## src/rtl/bram_frame_streamer.sv

```systemverilog
// Reads one circular sample BRAM from head, converts to signed and streams it zero-padded to (2^ADDR_W)<<pad_log2 beats.
// rd_en 1 cycle after start, first tvalid RD_LAT+2 after start; credit-limited reads keep tready stalls lossless.
module bram_frame_streamer #(
  parameter int ADDR_W     = 12,
  parameter int DATA_W     = 14,
  parameter int OUT_W      = 16,
  parameter int PAD_MAX    = 2,
  parameter int RD_LAT     = 1,
  parameter int OFFSET_BIN = 1
) (
  input  logic                clk,
  input  logic                rst,
  input  logic [ADDR_W-1:0]   head,
  output logic [ADDR_W-1:0]   addr,
  output logic                rd_en,
  input  logic [DATA_W-1:0]   data,
  input  logic                start,
  input  logic [1:0]          pad_log2,
  input  logic                last_missing,
  output logic [2*OUT_W-1:0]  frame_tdata,
  output logic                frame_tvalid,
  input  logic                frame_tready,
  output logic                frame_tlast,
  output logic                busy,
  output logic                start_dropped,
  output logic [15:0]         frames_sent
);
  localparam int D     = 1 << ADDR_W;
  localparam int CNT_W = ADDR_W + PAD_MAX;
  localparam int DEPTH = RD_LAT + 2;
  localparam int PTR_W = $clog2(DEPTH);
  localparam int SLOTS = 1 << PTR_W;
  localparam int OCC_W = $clog2(DEPTH + 1);
  localparam logic [OUT_W-1:0] SIGN_FLIP = (OFFSET_BIN != 0) ? (OUT_W'(1) << (OUT_W - 1)) : '0;

  typedef enum logic {S_IDLE, S_SEND} state_t;

  state_t            r_state;
  logic              r_busy;
  logic              r_start_dropped;
  logic [15:0]       r_frames_sent;
  logic [1:0]        r_pad;
  logic [ADDR_W-1:0] r_rd_ptr;
  logic [CNT_W-1:0]  r_iss_cnt;
  logic              r_iss_done;
  logic [RD_LAT-1:0] r_pipe_vld;
  logic [RD_LAT-1:0] r_pipe_zero;
  logic [RD_LAT-1:0] r_pipe_last;
  logic [OUT_W-1:0]  r_fifo_real [SLOTS];
  logic [SLOTS-1:0]  r_fifo_last;
  logic [PTR_W-1:0]  r_wr_ptr;
  logic [PTR_W-1:0]  r_rd_idx;
  logic [OCC_W-1:0]  r_occ;

  logic              w_credit;
  logic              w_issue;
  logic              w_is_pad;
  logic              w_is_last;
  logic              w_wr;
  logic              w_pop;
  logic              w_done;
  logic [CNT_W-1:0]  w_last_idx;
  logic [OUT_W-1:0]  w_wr_real;
  logic [1:0]        w_pad_clamped;

  // Every beat already in the tag pipeline is guaranteed a FIFO slot.
  assign w_credit      = (32'(r_occ) + 32'($countones(r_pipe_vld))) < 32'(DEPTH);
  assign w_issue       = (r_state == S_SEND) && !r_iss_done && w_credit;
  assign w_is_pad      = 32'(r_iss_cnt) >= 32'(D);
  assign w_last_idx    = CNT_W'((D << r_pad) - 1);
  assign w_is_last     = (r_iss_cnt == w_last_idx);
  assign w_pad_clamped = (pad_log2 > 2'(PAD_MAX)) ? 2'(PAD_MAX) : pad_log2;
  assign w_wr          = r_pipe_vld[RD_LAT-1];
  assign w_wr_real     = r_pipe_zero[RD_LAT-1] ? '0 : ((OUT_W'(data) << (OUT_W - DATA_W)) ^ SIGN_FLIP);
  assign w_pop         = frame_tvalid && frame_tready;
  assign w_done        = w_pop && frame_tlast;

  assign addr          = r_rd_ptr;
  assign rd_en         = w_issue && !w_is_pad;
  assign frame_tvalid  = (r_occ != '0);
  assign frame_tdata   = {{OUT_W{1'b0}}, r_fifo_real[r_rd_idx]};
  assign frame_tlast   = frame_tvalid && r_fifo_last[r_rd_idx];
  assign busy          = r_busy;
  assign start_dropped = r_start_dropped;
  assign frames_sent   = r_frames_sent;

  always_ff @(posedge clk or posedge rst) begin
    if (rst) begin
      r_state         <= S_IDLE;
      r_busy          <= 1'b0;
      r_start_dropped <= 1'b0;
      r_frames_sent   <= '0;
      r_pad           <= '0;
      r_rd_ptr        <= '0;
      r_iss_cnt       <= '0;
      r_iss_done      <= 1'b0;
      r_pipe_vld      <= '0;
      r_pipe_zero     <= '0;
      r_pipe_last     <= '0;
      r_fifo_last     <= '0;
      r_wr_ptr        <= '0;
      r_rd_idx        <= '0;
      r_occ           <= '0;
      for (int i = 0; i < SLOTS; i++) r_fifo_real[i] <= '0;
    end else begin
      r_start_dropped <= start && (r_state == S_SEND);

      r_pipe_vld[0]  <= w_issue;
      r_pipe_zero[0] <= w_is_pad;
      r_pipe_last[0] <= w_is_last;
      for (int i = 1; i < RD_LAT; i++) begin
        r_pipe_vld[i]  <= r_pipe_vld[i-1];
        r_pipe_zero[i] <= r_pipe_zero[i-1];
        r_pipe_last[i] <= r_pipe_last[i-1];
      end

      if (w_wr) begin
        r_fifo_real[r_wr_ptr] <= w_wr_real;
        r_fifo_last[r_wr_ptr] <= r_pipe_last[RD_LAT-1];
        r_wr_ptr <= (r_wr_ptr == PTR_W'(DEPTH - 1)) ? '0 : r_wr_ptr + PTR_W'(1);
      end
      if (w_pop) r_rd_idx <= (r_rd_idx == PTR_W'(DEPTH - 1)) ? '0 : r_rd_idx + PTR_W'(1);
      r_occ <= r_occ + OCC_W'(w_wr) - OCC_W'(w_pop);

      if (w_issue) begin
        r_iss_cnt <= r_iss_cnt + CNT_W'(1);
        if (w_is_last) r_iss_done <= 1'b1;
        if (!w_is_pad) r_rd_ptr <= r_rd_ptr + ADDR_W'(1);
      end

      if (w_done) r_frames_sent <= r_frames_sent + 16'd1;

      case (r_state)
        S_IDLE: begin
          if (start) begin
            r_state    <= S_SEND;
            r_busy     <= 1'b1;
            r_rd_ptr   <= head;
            r_pad      <= w_pad_clamped;
            r_iss_cnt  <= '0;
            r_iss_done <= 1'b0;
          end
        end
        default: begin
          if (w_done || last_missing) begin
            r_state <= S_IDLE;
            r_busy  <= 1'b0;
          end
          // Abort drops queued beats and any BRAM reads still in flight.
          if (last_missing) begin
            r_pipe_vld <= '0;
            r_occ      <= '0;
            r_wr_ptr   <= '0;
            r_rd_idx   <= '0;
          end
        end
      endcase
    end
  end
endmodule

```

## config.mk

```make
export PLATFORM = sky130hd
export DESIGN_NAME = bram_frame_streamer
export DESIGN_NICKNAME = d
export VERILOG_FILES = /design/src/rtl/bram_frame_streamer.sv
export SDC_FILE = /design/constraint.sdc
export NUM_CORES = 1
export LEC_CHECK = 0
export CORE_MARGIN = 8
export CORE_UTILIZATION = 55
export CTS_BUF_LIST = sky130_fd_sc_hd__clkbuf_8 sky130_fd_sc_hd__clkbuf_16
export DETAILED_ROUTE_END_ITERATION = 8
export PLACE_DENSITY = 0.95
export SLEW_MARGIN = 20
export SYNTH_ARGS = -nofsm -noshare
export SYNTH_HDL_FRONTEND = slang
export SYNTH_SLANG_ARGS = --single-unit
```

## constraint.sdc

```tcl
create_clock -name clk -period 12.4 [get_ports clk]
set_clock_uncertainty 0.15 [all_clocks]
set_input_delay 3.72 -clock clk [delete_from_list [all_inputs] [get_ports clk]]
set_output_delay 3.72 -clock clk [all_outputs]
set_load 0.01 [all_outputs]
```

==> metrics.csv <==
metric;value;unit
r2r_end;r_iss_cnt[13]$_DFF_PP0_;
post_drt_wl_per_cell;17.1;um
grt_overflow;0;
clock-sinks;117;
num-fill-cells;703;
cp.depth;6;
hpwl;8440;um
yosysTopAreaCellShare;53.5;%
cts_resized;0;
ant_nets;0;
multiInputGateArea;2350;sq um
synthFlopType;dfrtp_1;
min_period;6.65;ns
drc;0;
hold_path_class;flip-flop to flip-flop;
place_ws;6.15;ns
crit_end;rd_en;
synth_top_area_cell;dfrtp_1;
outcome;complete, no violations;
synth_edf_count;0;
yosysMostFrequentCell;dfrtp_1;
ctsHtreeMaxLevel;4;
fin_crit_sh;53.6;%
cts_setup_buffers;0;
cts_hold_buf;0;
power_density;222;nW/um^2
fp.dieW;116;um
critical_path_class;flip-flop to output pin;
fin_setup_tns;0;ns
io_pins;98;
synthesis.instances;519;
crit_buf_inv;2;
antenna_found_initial;0;
coreArea;9730;sq um
cp_top_family;simple AND/OR/NAND/NOR gates;
ff_latch_area;2930;sq um
arrival;2.78;ns
final-hold-violation-count;0;
worst_r2r_path_depth;6;
seq_area_frac_synth;53.5;%
yosysWarnings;0;
routed_wl;12600;um
yosys.cell_types.count;44;
io_buffers;79;
cp_slowest_cell;clkdlybuf4s50_1;
finalSetupViolations;0;
clk_latency;0.51;ns
rsz0062_at_grt;false;
synthTopCellsByArea;dfrtp_1, o21ai_0, mux4_2, nand2_1, buf_4;
ys_ff_latch;117;
via_per_inst;5.58;
drv_slew;0;
path_cells;ha_1 -> ha_1 -> nor3b_4 -> nand3b_1 -> inv_1 -> clkdlybuf4s50_1;
vias;4131;
crit_fanout;9;
grt_max_degree;62;
clock.fmax;150;MHz
drt_iter0_markers;235;
grt_pass1_wl;20700;um
muxShareOfSynthArea;7.39;%
grt_pass1_vias;4350;
synth_common_cells;dfrtp_1, nand2_1, o21ai_0;
synthXorXnorAreaFrac;4.49;%
required;8.53;ns
tightest_slew;1.10;ns
synth_compound_area_share;9.98;%
area_growth;25.9;%
final_nets;634;
timing.final.ws_setup;5.75;ns
worst_hold_slack;0.322;ns
power;0.00153;W
dieHeight;116;um
initial_core_util;56.2;%
cts_tree;done;
gp_congestion;0.855;
cts.path.max_buffers;2;
cts_inserted_buffers;17;
cp_slowest_stage_delay;0.54;ns
clockRootBuffer;clkbuf_8;
relSlewSlack;26.7;%
clk_pin_slew;0.06;ns
endpoint_kind;output pin;
fp-row-count;36;
startpoint_type;flip-flop;
peakVddDrop;119;uV
avgSynthCellArea;10.5;sq um
timing.critical_path.mode_cell;ha_1;
async_flop_share;100;%
maxCapViolCount;0;
die_area;13400;sq um
dr.pass1.iters;5;
synth_top_family_by_area;simple AND/OR/NAND/NOR gates;
synthSimpleGateAreaFrac;18.1;%
drive_gt1_share;10.4;%
r2r-start;r_pipe_vld$_DFF_PP0_;
track_usage;19.7;%
rrSetupSlack;9.81;ns
critPathLaunch;r_pipe_vld$_DFF_PP0_;
syn_area;5470;sq um
total_leakage_power;3.09;nW
synth-adder-area-share;1.60;%
diodes;0;
==> registers in the layout, summed over array words and instances (netlist names) <==
| register | cells |
|---|---|
| addr | 12 |
| busy | 1 |
| frames_sent | 16 |
| r_fifo_last | 4 |
| r_fifo_real | 56 |
| r_iss_cnt | 14 |
| r_iss_done | 1 |
| r_occ | 2 |
| r_pad | 2 |
| r_pipe_last | 1 |
| r_pipe_vld | 1 |
| r_pipe_zero | 1 |
| r_rd_idx | 2 |
| r_state | 1 |
| r_wr_ptr | 2 |
| start_dropped | 1 |
==> metal layers <==
layer	wire length (um)	vias to the layer above	GRT usage, %	share of wire (%)
li1	-	1939	-	-
met1	5060	2051	22.4	40
met2	6680	123	34.8	53
met3	736	18	5.42	5.8
met4	169	0	6.91	1.3
met5	0	-	0	0
==> report_power, final <==
part           internal, W  switching, W
registers         0.000501      0.000102
clock network     0.000307      0.000179
logic             0.000240      0.000197
==> final cells by class <==
cell class                      instances  area share (%)
Sequential cell                       117            42.5
Multi-Input combinational cell        369            34.1
Clock buffer                           17            6.01
Timing Repair Buffer                   81            11.8
Tap cell                              133            2.42
Clock inverter                         15            2.65
Inverter                                8           0.472
==> worst min-delay path by stage <==
stage / startpoint / to / slack [ns] / depth (start not counted)
2_1_floorplan: r_fifo_real[18]$_DFFE_PP0P_ / r_fifo_real[18]$_DFFE_PP0P_ / 0.29 / 2
3_3_place_gp: r_fifo_real[45]$_DFFE_PP0P_ / r_fifo_real[45]$_DFFE_PP0P_ / 0.31 / 2
3_5_place_dp: frames_sent[15]$_DFFE_PP0P_ / frames_sent[15]$_DFFE_PP0P_ / 0.31 / 1
4_1_cts: frames_sent[15]$_DFFE_PP0P_ / frames_sent[15]$_DFFE_PP0P_ / 0.32 / 1
5_1_grt: frames_sent[15]$_DFFE_PP0P_ / frames_sent[15]$_DFFE_PP0P_ / 0.33 / 1
6_report: frames_sent[15]$_DFFE_PP0P_ / frames_sent[15]$_DFFE_PP0P_ / 0.32 / 1
==> placed cells by master, fill, tap and decap left out, types with 6 or more instances in the layout <==
| cell | n |
|---|---|
| nand2_1 | 86 |
| nand2b_1 | 17 |
| xnor2_1 | 12 |
| and2_1 | 6 |
| ha_1 | 7 |
| xor2_1 | 16 |
| nor2_1 | 18 |
| or3_1 | 7 |
| inv_1 | 8 |
| clkdlybuf4s50_1 | 79 |
| conb_1 | 18 |
| dfrtp_1 | 116 |
| clkbuf_16 | 16 |
| a21oi_1 | 12 |
| o21ai_0 | 69 |
| mux4_2 | 15 |
| nand4_1 | 13 |
| nand3_1 | 12 |
==> metrics by stage <==
step	cell area, sq um	util [%]	cells
floorplan	5530	-	536
finish	6890	70.8	740
detailed placement	6270	64.4	707
global placement	6270	64.4	707
global route	6890	70.8	740
CTS	6860	70.6	739
==> cells by family after synthesis <==
family | Yosys count
AND/OR/NAND/NOR | 195
flip-flops | 117
AO/OA/AOI/OAI | 100
buffers and inverters | 50
XOR/XNOR | 28
multiplexers | 21
adder cells (fa/ha/maj) | 7
other | 1
No activity file was read; power rests on OpenSTA's default activity.
